**src/rtl/dram_rw_queue_pkg.sv**
```systemverilog
// Shared definitions for the DRAM request queue: one-hot FSM encoding and
// helpers that locate the fields inside a packed queue entry {is_write, addr, be, data}.
package dram_rw_queue_pkg;

  localparam int MEM_ADDR_BITS = 32;
  localparam int XLEN          = 32;

  localparam int S_IDLE_IDX  = 0;
  localparam int S_ISSUE_IDX = 1;
  localparam int S_WAIT_IDX  = 2;

  typedef enum logic [2:0] {
    S_IDLE  = 3'b001,
    S_ISSUE = 3'b010,
    S_WAIT  = 3'b100
  } state_t;

  // Data sits in the low bits, then byte enables, address, and the write flag on top.
  function automatic int entry_width(input int addr_bits, input int data_bits);
    return 1 + addr_bits + data_bits / 8 + data_bits;
  endfunction

  function automatic int be_lsb(input int data_bits);
    return data_bits;
  endfunction

  function automatic int addr_lsb(input int data_bits);
    return data_bits + data_bits / 8;
  endfunction

  function automatic int is_write_bit(input int addr_bits, input int data_bits);
    return data_bits + data_bits / 8 + addr_bits;
  endfunction

endpackage

```
**src/rtl/dram_cmd_fifo.sv**
```systemverilog
// Synchronous FIFO holding complete request entries; the fill level is a
// separate counter so full and empty never alias.
module dram_cmd_fifo #(
  parameter int DEPTH = 4,
  parameter int WIDTH = 8
) (
  input  logic                       clk,
  input  logic                       reset_n,
  input  logic                       push,
  input  logic [WIDTH-1:0]           push_data,
  input  logic                       pop,
  output logic [WIDTH-1:0]           head_data,
  output logic                       full,
  output logic                       empty,
  output logic [$clog2(DEPTH+1)-1:0] level
);

  localparam int PTR_W = $clog2(DEPTH);
  localparam int LVL_W = $clog2(DEPTH + 1);

  logic [WIDTH-1:0] mem [DEPTH];
  logic [PTR_W-1:0] wr_ptr_reg;
  logic [PTR_W-1:0] rd_ptr_reg;
  logic [LVL_W-1:0] level_reg;
  logic             do_push;
  logic             do_pop;

  assign full      = (level_reg == LVL_W'(DEPTH));
  assign empty     = (level_reg == '0);
  assign level     = level_reg;
  assign do_push   = push & ~full;
  assign do_pop    = pop & ~empty;
  assign head_data = mem[rd_ptr_reg];

  // Storage is not reset; only written slots are ever read.
  always_ff @(posedge clk) begin
    if (do_push) begin
      mem[wr_ptr_reg] <= push_data;
    end
  end

  always_ff @(posedge clk or negedge reset_n) begin
    if (!reset_n) begin
      wr_ptr_reg <= '0;
      rd_ptr_reg <= '0;
      level_reg  <= '0;
    end else begin
      if (do_push) wr_ptr_reg <= wr_ptr_reg + PTR_W'(1);
      if (do_pop)  rd_ptr_reg <= rd_ptr_reg + PTR_W'(1);
      case ({do_push, do_pop})
        2'b10:   level_reg <= level_reg + LVL_W'(1);
        2'b01:   level_reg <= level_reg - LVL_W'(1);
        default: level_reg <= level_reg;
      endcase
    end
  end

endmodule

```
**src/rtl/dram_rw_queue.sv**
```systemverilog
// In-order DRAM request queue: buffers core reads/writes, issues them one at a
// time to the external controller, and aborts requests the controller never acks.
module dram_rw_queue
  import dram_rw_queue_pkg::*;
#(
  parameter int DEPTH          = 4,
  parameter int ADDR_BITS      = MEM_ADDR_BITS,
  parameter int DATA_BITS      = XLEN,
  parameter int TIMEOUT_CYCLES = 0
) (
  input  logic                       clk,
  input  logic                       reset_n,
  input  logic [ADDR_BITS-1:0]       dram_mem_addr,
  input  logic                       dram_mem_read_en,
  input  logic                       dram_mem_write_en,
  input  logic [DATA_BITS/8-1:0]     dram_mem_byte_enable,
  input  logic [DATA_BITS-1:0]       dram_mem_write_data,
  output logic                       dram_mem_ready,
  output logic                       dram_ack,
  output logic [DATA_BITS-1:0]       dram_mem_read_data,
  output logic                       dram_rw_pending,
  output logic [$clog2(DEPTH+1)-1:0] dram_fill_level,
  output logic                       dram_overflow,
  output logic                       dram_timeout,
  output logic [ADDR_BITS-1:0]       ext_dram_mem_addr,
  output logic                       ext_dram_mem_read_en,
  output logic                       ext_dram_mem_write_en,
  output logic [DATA_BITS/8-1:0]     ext_dram_mem_byte_enable,
  output logic [DATA_BITS-1:0]       ext_dram_mem_write_data,
  input  logic                       ext_dram_ack,
  input  logic [DATA_BITS-1:0]       ext_dram_mem_read_data
);

  localparam int BE_BITS  = DATA_BITS / 8;
  localparam int ENTRY_W  = entry_width(ADDR_BITS, DATA_BITS);
  localparam int BE_LSB   = be_lsb(DATA_BITS);
  localparam int ADDR_LSB = addr_lsb(DATA_BITS);
  localparam int WR_BIT   = is_write_bit(ADDR_BITS, DATA_BITS);
  localparam int LVL_W    = $clog2(DEPTH + 1);
  localparam int TMO_W    = (TIMEOUT_CYCLES > 0) ? $clog2(TIMEOUT_CYCLES + 1) : 1;

  state_t               state_reg, state_next;
  logic                 req;
  logic                 push;
  logic                 pop;
  logic                 fifo_full;
  logic                 fifo_empty;
  logic [LVL_W-1:0]     fifo_level;
  logic [ENTRY_W-1:0]   push_entry;
  logic [ENTRY_W-1:0]   head_entry;
  logic                 is_write_reg;
  logic [ADDR_BITS-1:0] addr_reg;
  logic [BE_BITS-1:0]   be_reg;
  logic [DATA_BITS-1:0] data_reg;
  logic                 overflow_reg;
  logic [TMO_W-1:0]     tmo_cnt_reg;
  logic                 ack_seen;
  logic                 tmo_hit;

  assign req        = dram_mem_read_en | dram_mem_write_en;
  assign push       = req & dram_mem_ready;
  // Write wins when both strobes are raised together.
  assign push_entry = {dram_mem_write_en, dram_mem_addr, dram_mem_byte_enable, dram_mem_write_data};

  dram_cmd_fifo #(
    .DEPTH (DEPTH),
    .WIDTH (ENTRY_W)
  ) u_fifo (
    .clk       (clk),
    .reset_n   (reset_n),
    .push      (push),
    .push_data (push_entry),
    .pop       (pop),
    .head_data (head_entry),
    .full      (fifo_full),
    .empty     (fifo_empty),
    .level     (fifo_level)
  );

  assign ack_seen = state_reg[S_WAIT_IDX] & ext_dram_ack;
  assign tmo_hit  = (TIMEOUT_CYCLES != 0) && state_reg[S_WAIT_IDX] && !ext_dram_ack
                    && (tmo_cnt_reg == TMO_W'(TIMEOUT_CYCLES));

  always_comb begin
    state_next = state_reg;
    pop        = 1'b0;
    unique case (state_reg)
      S_IDLE: begin
        if (!fifo_empty) begin
          pop        = 1'b1;
          state_next = S_ISSUE;
        end
      end
      S_ISSUE: state_next = S_WAIT;
      S_WAIT: begin
        if (ack_seen || tmo_hit) state_next = S_IDLE;
      end
      default: state_next = S_IDLE;
    endcase
  end

  always_ff @(posedge clk or negedge reset_n) begin
    if (!reset_n) begin
      state_reg    <= S_IDLE;
      is_write_reg <= 1'b0;
      addr_reg     <= '0;
      be_reg       <= '0;
      data_reg     <= '0;
      overflow_reg <= 1'b0;
      tmo_cnt_reg  <= '0;
    end else begin
      state_reg <= state_next;
      if (pop) begin
        is_write_reg <= head_entry[WR_BIT];
        addr_reg     <= head_entry[ADDR_LSB +: ADDR_BITS];
        be_reg       <= head_entry[BE_LSB +: BE_BITS];
        data_reg     <= head_entry[0 +: DATA_BITS];
      end
      if (req && !dram_mem_ready) overflow_reg <= 1'b1;
      // Counter restarts each time a request enters S_WAIT.
      if (state_reg[S_ISSUE_IDX]) begin
        tmo_cnt_reg <= '0;
      end else if (state_reg[S_WAIT_IDX] && tmo_cnt_reg != TMO_W'(TIMEOUT_CYCLES)) begin
        tmo_cnt_reg <= tmo_cnt_reg + TMO_W'(1);
      end
    end
  end

  assign dram_mem_ready           = ~fifo_full;
  assign dram_fill_level          = fifo_level;
  assign dram_ack                 = ack_seen;
  assign dram_mem_read_data       = ext_dram_mem_read_data;
  assign dram_rw_pending          = (fifo_level != '0) | ~state_reg[S_IDLE_IDX];
  assign dram_overflow            = overflow_reg;
  assign dram_timeout             = tmo_hit;
  assign ext_dram_mem_addr        = addr_reg;
  assign ext_dram_mem_byte_enable = be_reg;
  assign ext_dram_mem_write_data  = data_reg;
  assign ext_dram_mem_write_en    = state_reg[S_ISSUE_IDX] & is_write_reg;
  assign ext_dram_mem_read_en     = state_reg[S_ISSUE_IDX] & ~is_write_reg;

endmodule

```
**config.mk**
```make
export PLATFORM = sky130hd
export DESIGN_NAME = dram_rw_queue
export DESIGN_NICKNAME = d
export VERILOG_FILES = /design/src/rtl/dram_rw_queue_pkg.sv /design/src/rtl/dram_cmd_fifo.sv /design/src/rtl/dram_rw_queue.sv
export SDC_FILE = /design/constraint.sdc
export NUM_CORES = 1
export LEC_CHECK = 0
export ABC_CLOCK_PERIOD_IN_PS = 3500
export CORE_MARGIN = 4
export CORE_UTILIZATION = 45
export CTS_CLUSTER_DIAMETER = 150
export DETAILED_ROUTE_END_ITERATION = 8
export PLACE_DENSITY_LB_ADDON = 0.12
export SLEW_MARGIN = 5
export SYNTH_ARGS = -nofsm -noshare
export SYNTH_HDL_FRONTEND = slang
export SYNTH_SLANG_ARGS = --single-unit
```
**constraint.sdc**
```tcl
create_clock -name clk -period 3.5 [get_ports clk]
set_input_delay 0.7 -clock clk [delete_from_list [all_inputs] [get_ports clk]]
set_output_delay 0.7 -clock clk [all_outputs]
set_load 0.05 [all_outputs]
```
# --- Yosys cells after proc, flatten, opt, wreduce, memory -nomap -nowiden ---
# Memory sizes are Yosys's and may differ from the RTL's. A register that Yosys moved wholly into a read port is not among the register bits.
# Index checks and enable logic that the tools add are counted.
# W data, S select, Z words.
word_totals:
  reg_bits: 11
  mem_bits_rw: 276
  inputBits: 105
  output_inout_bits: 110
  wordCells: 44
  n_memories: 1
mem_list:
  columns: ["memory", "depth", "word_bits", "rd", "rd_clocked_by_memory_dff", "write_ports", "line", "text"]
  rows:
  - ["u_fifo.mem", 4, 69, 1, 1, 1, "dram_cmd_fifo.sv:21", "logic [WIDTH-1:0] mem [DEPTH];"]
classes:
  n_addsub: 4
  n_eq_ne: 8
  n_mux: 8
  bitwise_logic: 12
  n_reduce_logical: 6
op_table:
  columns: ["cell", "n"]
  rows:
  - ["$pmux W3 S3", 1]
  - ["$and A1 B1 Y1", 6]
  - ["$eq A3 B3 Y1 const B", 2]
  - ["$mux W3", 2]
  - ["$pmux W3 S2", 1]
  - ["$add A2 B1 Y2 const B", 2]
  - ["$mux W1", 4]
  - ["$ne A2 B2 Y1 const B", 2]
  - ["$not A1 Y1", 4]
  - ["$add A3 B1 Y3 const B", 1]
  - ["$eq A3 B1 Y1 const B", 1]
  - ["$eq A3 B2 Y1 const B", 1]
  - ["$logic_not A3 Y1", 1]
  - ["$reduce_bool A3 Y1", 1]
  - ["$sub A3 B1 Y3 const B", 1]
  - ["$eq A2 B1 Y1 const B", 1]
  - ["$eq A2 B2 Y1 const B", 1]
  - ["$or A1 B1 Y1", 2]
  - ["$reduce_and A2 Y1", 1]
  - ["$reduce_bool A2 Y1", 1]
  - ["$logic_and A1 B1 Y1", 1]
  - ["$logic_not A1 Y1", 1]

# --- Longest topological paths before layout ---
depth:
  depth_word: 6
  depth_mapped: 10
  ltp_nobuf: 9

# --- Modules after synthesis ---
# A second synthesis with hierarchy kept.
unflattened:
  cells_unflattened: 595
  hier_area_um2: 13538.0
modules_own_cells:
  columns: ["module", "instances", "cells_per_inst", "area_each_um2", "seq_area_each_um2"]
  rows:
  - ["dram_cmd_fifo", 1, 398, 10457.5, 8463.1]
  - ["dram_rw_queue", 1, 197, 3080.5, 1828.0]

# --- Least setup slack after synthesis ---
# Ideal clock, no wire load.
synth_timing:
  path_kind: "flip-flop to flip-flop"
  start: "register u_fifo.level_reg[0] (netlist: u_fifo.level[0])"
  end: "memory u_fifo.mem[2][0] (netlist name) (enable)"
  arrival_ps: 2855
  path_slack_ps: 210
  stages_incl_launch_ff: 4
  n_path_buf: 0
  period_less_slack_ps: 3290
  cell_sequence: "dfrtp_1 -> nor2_1 -> a21oi_1 -> and2_1"
synth_between:
  elab_chain_len: 6
synth_rtl:
  columns: ["element", "line", "text"]
  rows:
  - ["from (decl)", "dram_cmd_fifo.sv:24", "logic [LVL_W-1:0] level_reg;"]
  - ["from (signal assigned)", "dram_cmd_fifo.sv:51", "2'b10: level_reg <= level_reg + LVL_W'(1);"]
  - ["from (signal assigned)", "dram_cmd_fifo.sv:52", "2'b01: level_reg <= level_reg - LVL_W'(1);"]
  - ["from (signal assigned)", "dram_cmd_fifo.sv:53", "default: level_reg <= level_reg;"]
  - ["$eq A3 B3 Y1 (*)", "dram_cmd_fifo.sv:28", "assign full = (level_reg == LVL_W'(DEPTH));"]
  - ["$not A1 Y1 (*)", "dram_cmd_fifo.sv:31, dram_rw_queue.sv:129", null]
  - ["$and A1 B1 Y1", "dram_rw_queue.sv:61", "assign push = req & dram_mem_ready;"]
  - ["$and A1 B1 Y1 (*)", "dram_cmd_fifo.sv:31", "assign do_push = push & ~full;"]
  - ["$mux W1 (*)", "dram_cmd_fifo.sv:37", "if (do_push) begin"]
  - ["$mux W1 (not written as such) (*)", "dram_cmd_fifo.sv:38", "mem[wr_ptr_reg] <= push_data;"]
  - ["to (decl)", "dram_cmd_fifo.sv:21", null]
# Mark *: on every way between the ends. The rest lies on a longest branch, timed or not.

# --- Final worst setup path ---
layout_timing:
  start: "register u_fifo.level_reg[0] (netlist: u_fifo.level[0])"
  end: "output dram_rw_pending"
layout_between:
  elab_chain_len: 2
layout_rtl:
  columns: ["element", "line", "text"]
  rows:
  - ["$reduce_bool A3 Y1", "dram_rw_queue.sv:133", "assign dram_rw_pending = (fifo_level != '0) | ~state_reg[S_IDLE_IDX];"]
  - ["$or A1 B1 Y1", "dram_rw_queue.sv:133", null]
  - ["to (decl)", "dram_rw_queue.sv:21", "output logic dram_rw_pending,"]
# Every way passes these cells.

==> results.txt <==
DR WL/cell: 22.2 um
Initial core utilization: 0.459
R2r setup slk: 1.29 ns
Crit path arrival time: 2.13 ns
Most used routing layer: met2
RePlAce Congestion: 0.720
H-tree depth: 2
Dpl hpwl: 16.2 mm
Synth unique cells: 31
CTS resizes: 0
Sequential fraction of the synthesis area: 0.753
Area contributors post-synth: edfxtp_1 61%, dfrtp_1 14%, mux4_2 11%
HP Class: input port to async pin
Design area: 0.0167 sq mm
Crit-path max cell delay: 0.75 ns
Root Driver: clkbuf_16
Clock Latency Late Sink: 0.51 ns
Slew Limit Fails: 0
Total Wirelength: 25.7 mm
P_leak: 5.93 nW
Post-synth top area share: 0.606
Final Setup Violations: 0
# Post-CTS Setup Buffers: 0
Worst vdd ir: 839 uV
GRT Total Usage: 0.156
R2R Path Start: u_fifo.rd_ptr_reg[0]
Clk_skew: 0.0178 ns
Number of global-route vias before repair: 6689
Via count: 6029
Die Span X: 182 um
Warnings, synthesis: 0
Final min period: 2.83 ns
Mapped Cells: 595
Slowest CP cell: clkdlybuf4s50_1
Pwr dens: 1070 mW/mm^2
Met1 Use GR: 0.197
Via density: 5.21
Layout cells sized above 1: 0.285
Leading area contributor after synthesis: edfxtp_1
Rel. slew slack: 0.273
Num ports: 215
Core area: 0.0298 sq mm
Critical path startpoint category: flop
Antenna Diode Count: 0
DP Area: 0.0154 sq mm
Port Buffer Count: 149
Die Area: 0.0332 sq mm
Met2 GRT Util: 0.266
Setup TNS: 0 ns
CP Capture Type: output port
CP Class: flop to output port
Die H: 182 um
Total CTS buffers: 37
Worst setup startpoint: u_fifo.level[0]
CP Data Required Time: 2.80 ns
Critical path cell sequence: nor2_1, nand3b_1, clkdlybuf4s50_1
CTS Hold Bufs: 0
Post-Syn Area: 0.0137 sq mm
Number of flip-flops in the largest register: 276
CTS sink count: 356
Final Hold Viols: 0
Worst reg2reg path endpoint: ext_dram_mem_write_data[12]
Syn Area/Cell: 23.0 sq um
Residual DRC: 0
DR iter-0 viols: 351
Status: finished clean
Max-Cap Viols: 0
FF+latch count, synth: 356
Clock transition at the registers of the reported paths: 0.06 ns
Post-Syn Nets: 706
Largest Register: u_fifo.mem
Met3 usage: 0.0421
Clock Path Buffers: 3
RSZ-0062 raised after global routing: no
Crit share post-route: 0.808
Row count: 63
Max FO, Critical Path: 5
R2r worst-path depth: 3
GRT overflow: 0
Initial DRT Pass Iterations: 4
Largest net degree at the start of global routing: 72
Nets: 850
Worst-Margin Slew: 1.09 ns
Post-route ant nets: 0
Layout area overhead: 22.3%
Fmax: 0.354 GHz
Critical Path Sink: dram_rw_pending
CTS tree: built
Initial antenna violation count: 0
First-pass GRT wire length: 39.9 mm
-- worst min path at each step --
stage	from	to	slack [ns]	depth (start not counted)
after floorplan	reset_n	dram_overflow	0.40	0
after global placement	dram_overflow	dram_overflow	0.47	1
after detailed placement	dram_overflow	dram_overflow	0.48	1
after CTS	reset_n	ext_dram_mem_byte_enable[2]	0.26	1
after global routing	reset_n	ext_dram_mem_addr[19]	0.29	1
final	reset_n	ext_dram_mem_byte_enable[2]	0.24	1
-- cells in the final DEF (no fill, tap or decap), types with 3 or more instances in the layout --
cell type	Yosys	layout
bufinv_16	0	6
edfxtp_1	276	276
buf_4	33	4
mux4_2	69	69
clkinv_2	0	4
ha_1	5	5
mux2_4	67	67
xor2_1	3	3
buf_12	8	10
clkbuf_1	8	10
nor2_1	5	5
and2_4	0	4
xnor2_1	3	3
dfrtp_1	79	77
clkbuf_16	0	39
clkdlybuf4s50_1	0	148
clkbuf_8	0	4
inv_1	6	6
-- layout make-up --
type	instances	area (sq um)
sequential	356	10300
timing repair buffer	162	1710
tap	390	488
fill	2197	13100
clock buffer	53	1070
clock inverter	15	236
multi-input combinational	176	2890
inverter	6	22.5
-- worst max-delay path: cells and delay by family, from the launching register on --
kind	cells	cell delay (ns)
buf+inv	1	0.75
flops	1	0.43
simple gates	2	0.44
-- logic make-up after synthesis --
family	count (synthesis)	share of synthesized area
multiplexers	140	0.190
XOR/XNOR	6	0.00384
buffers and inverters	63	0.0366
flip-flops	356	0.753
adder cells (fa/ha/maj)	6	0.00604
other	1	0.000274
AO/OA/AOI/OAI	3	0.00128
AND/OR/NAND/NOR	20	0.00906
-- power by group --
part           switching [mW]  leakage, nW  internal, mW
Combinational            3.62         1.81          3.26
Clock                    1.51        0.632          2.58
Sequential              0.756         3.49          6.15
-- layer usage --
layer	vias up	wire length [um]
met5	-	0
met4	0	653
met3	58	1540
met2	183	13100
met1	3151	10400
li1	2637	-
-- synth_stat cells --
master    instances
xor2_1            3
mux2i_1           1
nand4_1           1
and2_1            6
fa_1              1
and3_4            1
nand2b_1          1
mux2_2            2
mux2_1            1
conb_1            1
buf_4            33
or3b_2            1
mux4_2           69
buf_2             8
nor2b_1           1
o21bai_1          1
nor2_1            5
a21oi_1           2
or3_4             1
dfstp_2           1
edfxtp_1        276
nand2_1           1
nand3b_1          1
xnor2_1           3
ha_1              5
clkbuf_1          8
dfrtp_1          79
mux2_4           67
and3_1            1
inv_1             6
buf_12            8
-- per-stage QoR --
step	instances	power [mW]	hold slack, ns	utilization	setup slack, ns
6_report	1158	17.9	0.240	0.561	0.672
5_1_grt	1158	18.7	0.290	0.561	0.572
4_1_cts	1158	18.2	0.258	0.561	0.668
3_5_place_dp	1090	14.0	0.479	0.517	0.505
3_3_place_gp	1090	13.8	0.470	0.517	0.567
2_1_floorplan	595	12.1	0.404	-	0.210
(Power assumes the default switching activity.)
